==> src/rtl/btn_conditioner_if.sv <==
// Bundle of pad-side inputs and conditioned outputs of the button front end.
interface btn_conditioner_if #(
  parameter int NUM_BTN = 5
);
  logic               tick_en;
  logic [NUM_BTN-1:0] btn_raw;
  logic [NUM_BTN-1:0] btn_level;
  logic [NUM_BTN-1:0] btn_press;
  logic [NUM_BTN-1:0] btn_release;
  logic [NUM_BTN-1:0] btn_long;

  modport master (
    output tick_en,
    output btn_raw,
    input  btn_level,
    input  btn_press,
    input  btn_release,
    input  btn_long
  );

  modport slave (
    input  tick_en,
    input  btn_raw,
    output btn_level,
    output btn_press,
    output btn_release,
    output btn_long
  );
endinterface

==> src/rtl/btn_conditioner.sv <==
// Multi-channel push-button front end: synchroniser, debounce, press/release
// one-shots, long-press and optional auto-repeat, all timed by a shared tick.
module btn_conditioner #(
  parameter int                 NUM_BTN      = 5,
  parameter int                 CNT_W        = 16,
  parameter int                 DEBOUNCE_CYC = 16,
  parameter int                 LONG_CYC     = 512,
  parameter int                 REPEAT_CYC   = 64,
  parameter logic [NUM_BTN-1:0] REPEAT_MASK  = 5'b00110
) (
  input  logic             clk,
  input  logic             rst,
  btn_conditioner_if.slave bus
);

  localparam int MAX_CYC = (DEBOUNCE_CYC > LONG_CYC)
                         ? ((DEBOUNCE_CYC > REPEAT_CYC) ? DEBOUNCE_CYC : REPEAT_CYC)
                         : ((LONG_CYC > REPEAT_CYC) ? LONG_CYC : REPEAT_CYC);

  localparam logic [CNT_W-1:0] DEB_LAST  = CNT_W'(DEBOUNCE_CYC - 1);
  localparam logic [CNT_W-1:0] LONG_LAST = CNT_W'(LONG_CYC - 1);
  localparam logic [CNT_W-1:0] REP_LAST  = CNT_W'(REPEAT_CYC - 1);
  localparam logic [CNT_W-1:0] CNT_ONE   = CNT_W'(1);

  // A counter only ever reaches CYC-1 before being cleared, so $clog2(CYC) bits suffice.
  if (DEBOUNCE_CYC < 1 || LONG_CYC < 1 || REPEAT_CYC < 1 || $clog2(MAX_CYC) > CNT_W) begin : g_bad_cfg
    $error("btn_conditioner: timing parameters illegal or too large for CNT_W");
  end

  typedef enum logic [1:0] {
    IDLE,
    PRESSED,
    REPEAT,
    HELD
  } state_t;

  logic [NUM_BTN-1:0]            sync1;
  logic [NUM_BTN-1:0]            sync2;
  logic [NUM_BTN-1:0]            stable;
  logic [NUM_BTN-1:0][CNT_W-1:0] dcnt;
  logic [NUM_BTN-1:0][CNT_W-1:0] hcnt;
  state_t [NUM_BTN-1:0]          state;
  logic [NUM_BTN-1:0]            press_q;
  logic [NUM_BTN-1:0]            release_q;
  logic [NUM_BTN-1:0]            long_q;

  always_ff @(posedge clk or posedge rst) begin
    if (rst) begin
      sync1 <= '0;
      sync2 <= '0;
    end else begin
      sync1 <= bus.btn_raw;
      sync2 <= sync1;
    end
  end

  // NOTE: the per-channel counters are flop banks, not a RAM, so they take the async reset like any other state.
  always_ff @(posedge clk or posedge rst) begin
    if (rst) begin
      stable <= '0;
      dcnt   <= '0;
    end else if (bus.tick_en) begin
      for (int i = 0; i < NUM_BTN; i++) begin
        if (sync2[i] != stable[i]) begin
          if (dcnt[i] == DEB_LAST) begin
            stable[i] <= sync2[i];
            dcnt[i]   <= '0;
          end else begin
            dcnt[i] <= dcnt[i] + CNT_ONE;
          end
        end else begin
          dcnt[i] <= '0;
        end
      end
    end
  end

  // Release is tested before any tick-driven event, so it wins a same-cycle collision.
  always_ff @(posedge clk or posedge rst) begin
    if (rst) begin
      press_q   <= '0;
      release_q <= '0;
      long_q    <= '0;
      hcnt      <= '0;
      for (int i = 0; i < NUM_BTN; i++) begin
        state[i] <= IDLE;
      end
    end else begin
      // NOTE: pulses default low here; a later non-blocking write in this block overrides the default for that cycle.
      press_q   <= '0;
      release_q <= '0;
      long_q    <= '0;
      for (int i = 0; i < NUM_BTN; i++) begin
        if (state[i] == IDLE) begin
          if (stable[i]) begin
            state[i]   <= PRESSED;
            press_q[i] <= 1'b1;
            hcnt[i]    <= '0;
          end
        end else if (!stable[i]) begin
          state[i]     <= IDLE;
          release_q[i] <= 1'b1;
          hcnt[i]      <= '0;
        end else if (bus.tick_en) begin
          case (state[i])
            PRESSED: begin
              if (hcnt[i] == LONG_LAST) begin
                long_q[i] <= 1'b1;
                hcnt[i]   <= '0;
                state[i]  <= REPEAT_MASK[i] ? REPEAT : HELD;
              end else begin
                hcnt[i] <= hcnt[i] + CNT_ONE;
              end
            end
            REPEAT: begin
              if (hcnt[i] == REP_LAST) begin
                press_q[i] <= 1'b1;
                hcnt[i]    <= '0;
              end else begin
                hcnt[i] <= hcnt[i] + CNT_ONE;
              end
            end
            default: begin
            end
          endcase
        end
      end
    end
  end

  assign bus.btn_level   = stable;
  assign bus.btn_press   = press_q;
  assign bus.btn_release = release_q;
  assign bus.btn_long    = long_q;

endmodule

==> src/flat_wrapper.sv <==
// flat-port wrapper written by rule: the top's interface ports become plain ports
module btn_conditioner_flat 
#(
  parameter int                 NUM_BTN      = 5,
  parameter int                 CNT_W        = 16,
  parameter int                 DEBOUNCE_CYC = 16,
  parameter int                 LONG_CYC     = 512,
  parameter int                 REPEAT_CYC   = 64,
  parameter logic [NUM_BTN-1:0] REPEAT_MASK  = 5'b00110
)
  (clk, rst, bus_tick_en, bus_btn_raw, bus_btn_level, bus_btn_press, bus_btn_release, bus_btn_long);
  btn_conditioner_if #(.NUM_BTN(NUM_BTN)) bus_i ();
  input  logic clk;
  input  logic rst;
  input wire logic [$bits(bus_i.tick_en)-1:0] bus_tick_en;
  input wire logic [$bits(bus_i.btn_raw)-1:0] bus_btn_raw;
  output wire logic [$bits(bus_i.btn_level)-1:0] bus_btn_level;
  output wire logic [$bits(bus_i.btn_press)-1:0] bus_btn_press;
  output wire logic [$bits(bus_i.btn_release)-1:0] bus_btn_release;
  output wire logic [$bits(bus_i.btn_long)-1:0] bus_btn_long;
  assign bus_i.tick_en = bus_tick_en;
  assign bus_i.btn_raw = bus_btn_raw;
  assign bus_btn_level = bus_i.btn_level;
  assign bus_btn_press = bus_i.btn_press;
  assign bus_btn_release = bus_i.btn_release;
  assign bus_btn_long = bus_i.btn_long;
  btn_conditioner #(.NUM_BTN(NUM_BTN), .CNT_W(CNT_W), .DEBOUNCE_CYC(DEBOUNCE_CYC), .LONG_CYC(LONG_CYC), .REPEAT_CYC(REPEAT_CYC), .REPEAT_MASK(REPEAT_MASK)) u_core (.clk(clk), .rst(rst), .bus(bus_i));
endmodule
==> config.mk <==
export PLATFORM = sky130hd
export DESIGN_NAME = btn_conditioner_flat
export DESIGN_NICKNAME = d
export VERILOG_FILES = /design/src/rtl/btn_conditioner_if.sv /design/src/rtl/btn_conditioner.sv /design/src/flat_wrapper.sv
export SDC_FILE = /design/constraint.sdc
export NUM_CORES = 1
export LEC_CHECK = 0
export ABC_AREA = 1
export CAP_MARGIN = 20
export CORE_MARGIN = 4
export CORE_UTILIZATION = 55
export CTS_BUF_LIST = sky130_fd_sc_hd__clkbuf_4
export DETAILED_ROUTE_END_ITERATION = 8
export GPL_TIMING_DRIVEN = 0
export HOLD_SLACK_MARGIN = 0.15
export PLACE_DENSITY = 0.77
export SETUP_SLACK_MARGIN = 0.05
export SYNTH_ARGS = -nofsm -noshare
export SYNTH_HDL_FRONTEND = slang
export SYNTH_SLANG_ARGS = --single-unit
==> constraint.sdc <==
create_clock -name clk -period 18.4 [get_ports clk]
set_input_delay 1.84 -clock clk [delete_from_list [all_inputs] [get_ports clk]]
set_output_delay 1.84 -clock clk [all_outputs]
set_load 0.05 [all_outputs]
Yosys cells after proc, flatten, opt, wreduce, memory -nomap -nowiden
Index checks and enable logic that the tools add are counted.
W data, S select, Z words.
- register bits: 200
- input port bits: 8
- logic and storage cells: 250
- $add $sub $neg: 10
- equality and inequality tests: 55
- muxes and demuxes: 140
- reductions and logical operators: 20
- operator list (kind ; count):
    $mux W16 ; 40
    $add A16 B1 Y16 const B ; 10
    $pmux W16 S2 ; 5
    $eq A16 B4 Y1 const B ; 5
    $eq A16 B6 Y1 const B ; 5
    $eq A16 B9 Y1 const B ; 5
    $mux W1 ; 65
    $mux W2 ; 30
    $ne A3 B3 Y1 const B ; 15
    $reduce_and A3 Y1 ; 10
    $ne A4 B4 Y1 const B ; 5
    $reduce_and A4 Y1 ; 5
    $eq A2 B1 Y1 const B ; 5
    $eq A2 B2 Y1 const B ; 5
    $logic_not A2 Y1 ; 5
    $ne A2 B1 Y1 const B ; 5
    $ne A1 B1 Y1 ; 5

Longest topological paths before layout
- word-level depth: 6
- depth in mapped cells: 11
- mapped depth without buffers: 11

Worst setup path before layout
OpenSTA, ideal clock, no wires.
- kind: input-to-reg
- start: in bus_tick_en
- end: reg u_core.hcnt[57] (netlist name)
- library setup time: 0.083 ns
- arrival: 2.701 ns
- path slack: 15.616 ns
- stages: 6
- cell sequence: o21ai_0 o21ai_0 nand2_1 buf_4 nand2_1 o21ai_0
- word-level cells in the longest chain between the ends: 2
- ends and longest elaborated chain (item ; RTL line ; RTL):
    start: declaration ; flat_wrapper.sv:15 ; input wire logic [$bits(bus_i.tick_en)-1:0] bus_tick_en;
    $ne A3 B3 Y1 (no source line) ; n/a ;
    $reduce_and A3 Y1 (no source line) ; n/a ;
    end signal: indexed assignment ; btn_conditioner.sv:112 ; hcnt[i] <= hcnt[i] + CNT_ONE;
    end signal: indexed assignment ; btn_conditioner.sv:120 ; hcnt[i] <= hcnt[i] + CNT_ONE;
    end: declaration ; btn_conditioner.sv:41 ; logic [NUM_BTN-1:0][CNT_W-1:0] hcnt;
No other way between the ends.
A chain may end at the register's enable or synchronous reset.

Worst setup path in the final report
- start: reg u_core.stable[3], in the netlist u_core.bus.btn_level[3]
- end: out bus_btn_level[3]
- RTL lines (item ; RTL line ; RTL):
    start: declaration ; btn_conditioner.sv:39 ; logic [NUM_BTN-1:0] stable;
    start signal: indexed assignment ; btn_conditioner.sv:66 ; stable[i] <= sync2[i];
    end: declaration ; flat_wrapper.sv:17 ; output wire logic [$bits(bus_i.btn_level)-1:0] bus_btn_level;
No word-level cell between the ends.

==> summary.md <==
| Metric | Value |
|---|---|
| FF-to-FF End | u_core.hcnt[15] |
| TritonCTS clock tree | done |
| XOR/XNOR share of the synthesized area | 5.765% |
| CP bufs+invs | 1 |
| Final Cycle Share | 21.07% |
| Worst slew margin | 55.47% |
| Primary FF master, synth | dfrtp_1 |
| Slowest stage delay, CP | 0.87 ns |
| Final Skew | 0.02754 ns |
| Worst Hold Class | register to register |
| Mux cell area share after synthesis | 0.08557% |
| Max_cap viols | 0 |
| I/O Buffers | 27 |
| Number of buffers created by CTS | 17 |
| Top-area cell type share of the netlist area | 42.79% |
| Syn Nets | 1661 |
| Hold path depth | 0 |
| Count of final setup violators | 0 |
| Die outline width | 153.8 µm |
| Synth Area in Compound Gates | 5.295% |
| Mean post-synth cell area | 7.185 µm² |
| Hold Buf Count CTS | 0 |
| DR pass1 iterations | 5 |
| Main combinational cell family by area after synthesis | simple AND/OR/NAND/NOR gates |
| Share of cells above drive strength 1 | 4.502% |
| Site row count | 53 |
| Crit path cell chain | clkdlybuf4s50_1 |
| Fin. Hold Viols | 0 |
| Largest net degree at the start of global routing | 124 |
| RSZ-0062 raised after global routing | false |
| Post-synthesis simple-gate area fraction | 35.06% |
| Post-synth top cells | nand2_1 (453), nor2_1 (242), inv_1 (216), dfrtp_1 (200), nand3_1 (148) |
| Multi-input logic area | 5718 µm² |
| Slew Viols, Final | 0 |
| WP data arrival | 2.04 ns |
| WL met1 | 12180 µm |
| Minimum clock period | 3.877 ns |
| Filler cells | 1929 |
| Worst-skew pair later-pin latency | 0.61 ns |
| Final worst setup slack | 14.52 ns |
| Met3 wire len | 939 µm |
| Fmax | 258.0 MHz |
| Critical path type | register to primary output |
| Flop2flop setup slack | 16.43 ns |
| Post_cts resized | 0 |
| Setup bufs post-CTS | 0 |
| Total Wirelength | 25580 µm |
| DIE AREA | 23670 µm² |
| DP Worst Slack | 14.23 ns |
| Post-synth EDFFs | 0 |
| Delay-heaviest family, CP | buffers and inverters |
| Levels on crit path | 1 |
| Antenna violations before repair | 1 |
| Worst setup EP type | primary output |
| Mapped Area | 11700 µm² |
| Status | complete, no violations |
| Min-delay src | u_core.sync1[0] |
| Metal2 WL | 12020 µm |
| CP Launch Type | register |
| Gr ovfl total | 0 |
| Setup_tns | 0 ns |
| Remaining DRCs | 0 |
| Largest area contributor in the netlist | dfrtp_1 |
| Worst Path Max Fanout | 6 |
| Final GP Congestion | 0.9231 |
| Worst Max-Slew Pin Slew | 0.6657 ns |
| First-pass GRT wire length | 44880 µm |
| Reg-to-reg critical path startpoint | u_core.hcnt[0] |
| I/O pins | 28 |
| DIE HEIGHT | 153.8 µm |
| Register area | 5005 µm² |
| CTS Sinks | 200 |
| DR vias/cell | 5.252 |
| CTS root buffer | clkbuf_4 |
| Core area | 20960 µm² |
| Post-route ant nets | 0 |
| Max clock buf depth | 2 |
| Highest routed metal layer | met4 |
| Layout area overhead | 8.097% |
| Hold Crit Endpoint | u_core.sync2[0] |
| Gate Count Post-Synth | 1628 |
| Depth of the worst register-to-register path | 8 |
| Main area contributors after synthesis | dfrtp_1 (43%), nand2_1 (15%), nor2_1 (7.8%) |
| Register area share after synthesis | 42.79% |
| Routed via count | 10314 |
| Total Routing Usage GR | 22.29% |
| Worst EP required | 16.56 ns |
| Cell with the most instances after synthesis | nand2_1 |
| Nets | 1708 |
| Syn. warnings | 0 |
| Unique masters post-synth | 36 |
| Pwr per Cell Area | 87.99 nW/µm² |
| Initial Utilization | 55.82% |
| CP max stage cell | clkdlybuf4s50_1 |
| H-tree lvl count | 4 |
| Static leakage | 6.055 nW |
| Synthesized flop and latch total | 200 |
| Share of synthesized registers carrying an async set or reset | 100.0% |
| Clock Pin Slew Worst Setup and Hold Paths | 0.18 ns |
| DRT iter0 DRCs | 663 |
| DP Wirelength | 18620 µm |
| Post-synthesis adder-cell area fraction | 2.674% |
| Max VDD drop | 0.00004461 V |
| Per-cell routed wire length | 13.02 µm |
| Vias in the first global route | 9719 |
routing by layer:
layer	global-route usage [%]	vias to the layer above
met5	0	-
met4	5.761	0
met3	3.434	40
met2	36.98	192
met1	30.88	4810
li1	-	5272
kinds of logic after synthesis:
logic type | Yosys count
simple gates | 961
buf+inv | 246
flops | 200
compound gates | 118
xor+xnor | 77
fa+ha+maj | 25
mux | 1
layout make-up:
type	count	area share [%]
Multi-Input combinational cell	1182	45.22
Sequential cell	200	39.58
Inverter	220	6.590
Tap cell	275	2.721
Timing Repair Buffer	28	2.355
Clock inverter	15	1.326
Buffer	26	1.178
Clock buffer	17	1.009
Antenna cell	1	0.01979
report_power, final:
group	switching, mW	internal [mW]	total, mW
Sequential	0.0441	0.487	0.531
Combinational	0.229	0.108	0.337
Clock	0.161	0.0833	0.245
through the flow:
stage,total power [mW],hold slack [ns],instance area [µm²],cells,util (%)
after floorplan,0.7840,0.3312,11700,1628,-
after global placement,0.8651,0.3359,12310,1930,58.75
after detailed placement,0.8782,0.3355,12350,1931,58.92
after CTS,1.123,0.3705,12640,1963,60.33
after global routing,1.196,0.3678,12640,1964,60.34
final,1.113,0.3678,12640,1964,60.34
how the worst max path moves through the flow:
stage                                  from                       to  slack (ns)
floorplan                               rst  u_core.bus.btn_level[0]       11.11
global placement                        rst           u_core.dcnt[5]        8.54
detailed placement              bus_tick_en          u_core.dcnt[58]       14.23
CTS                 u_core.bus.btn_level[1]         bus_btn_level[1]       14.47
global route        u_core.bus.btn_level[1]         bus_btn_level[1]       14.42
finish              u_core.bus.btn_level[3]         bus_btn_level[3]       14.52
placed cells by master, fill, tap and decap left out, types with 12 or more instances in the layout:
cell type / synthesis / layout
clkbuf_4: 0 / 17
clkdlybuf4s50_1: 0 / 27
a21oi_1: 23 / 23
xnor2_1: 12 / 12
nand4_1: 68 / 68
dfrtp_1: 200 / 200
xor2_1: 65 / 65
nor2_1: 242 / 242
buf_2: 13 / 13
o21ai_0: 82 / 82
nor3_1: 27 / 27
inv_1: 216 / 215
nand2_1: 453 / 453
ha_1: 25 / 25
nand3_1: 148 / 148
state kept, by name, indices dropped and copies added (netlist names):
register                count
u_core.bus.btn_long         5
u_core.bus.btn_press        5
u_core.hcnt                80
u_core.state               10
u_core.sync1                5
u_core.dcnt                80
u_core.bus.btn_release      5
u_core.bus.btn_level        5
u_core.sync2                5
Note: power is estimated with default switching activity, not from simulation.
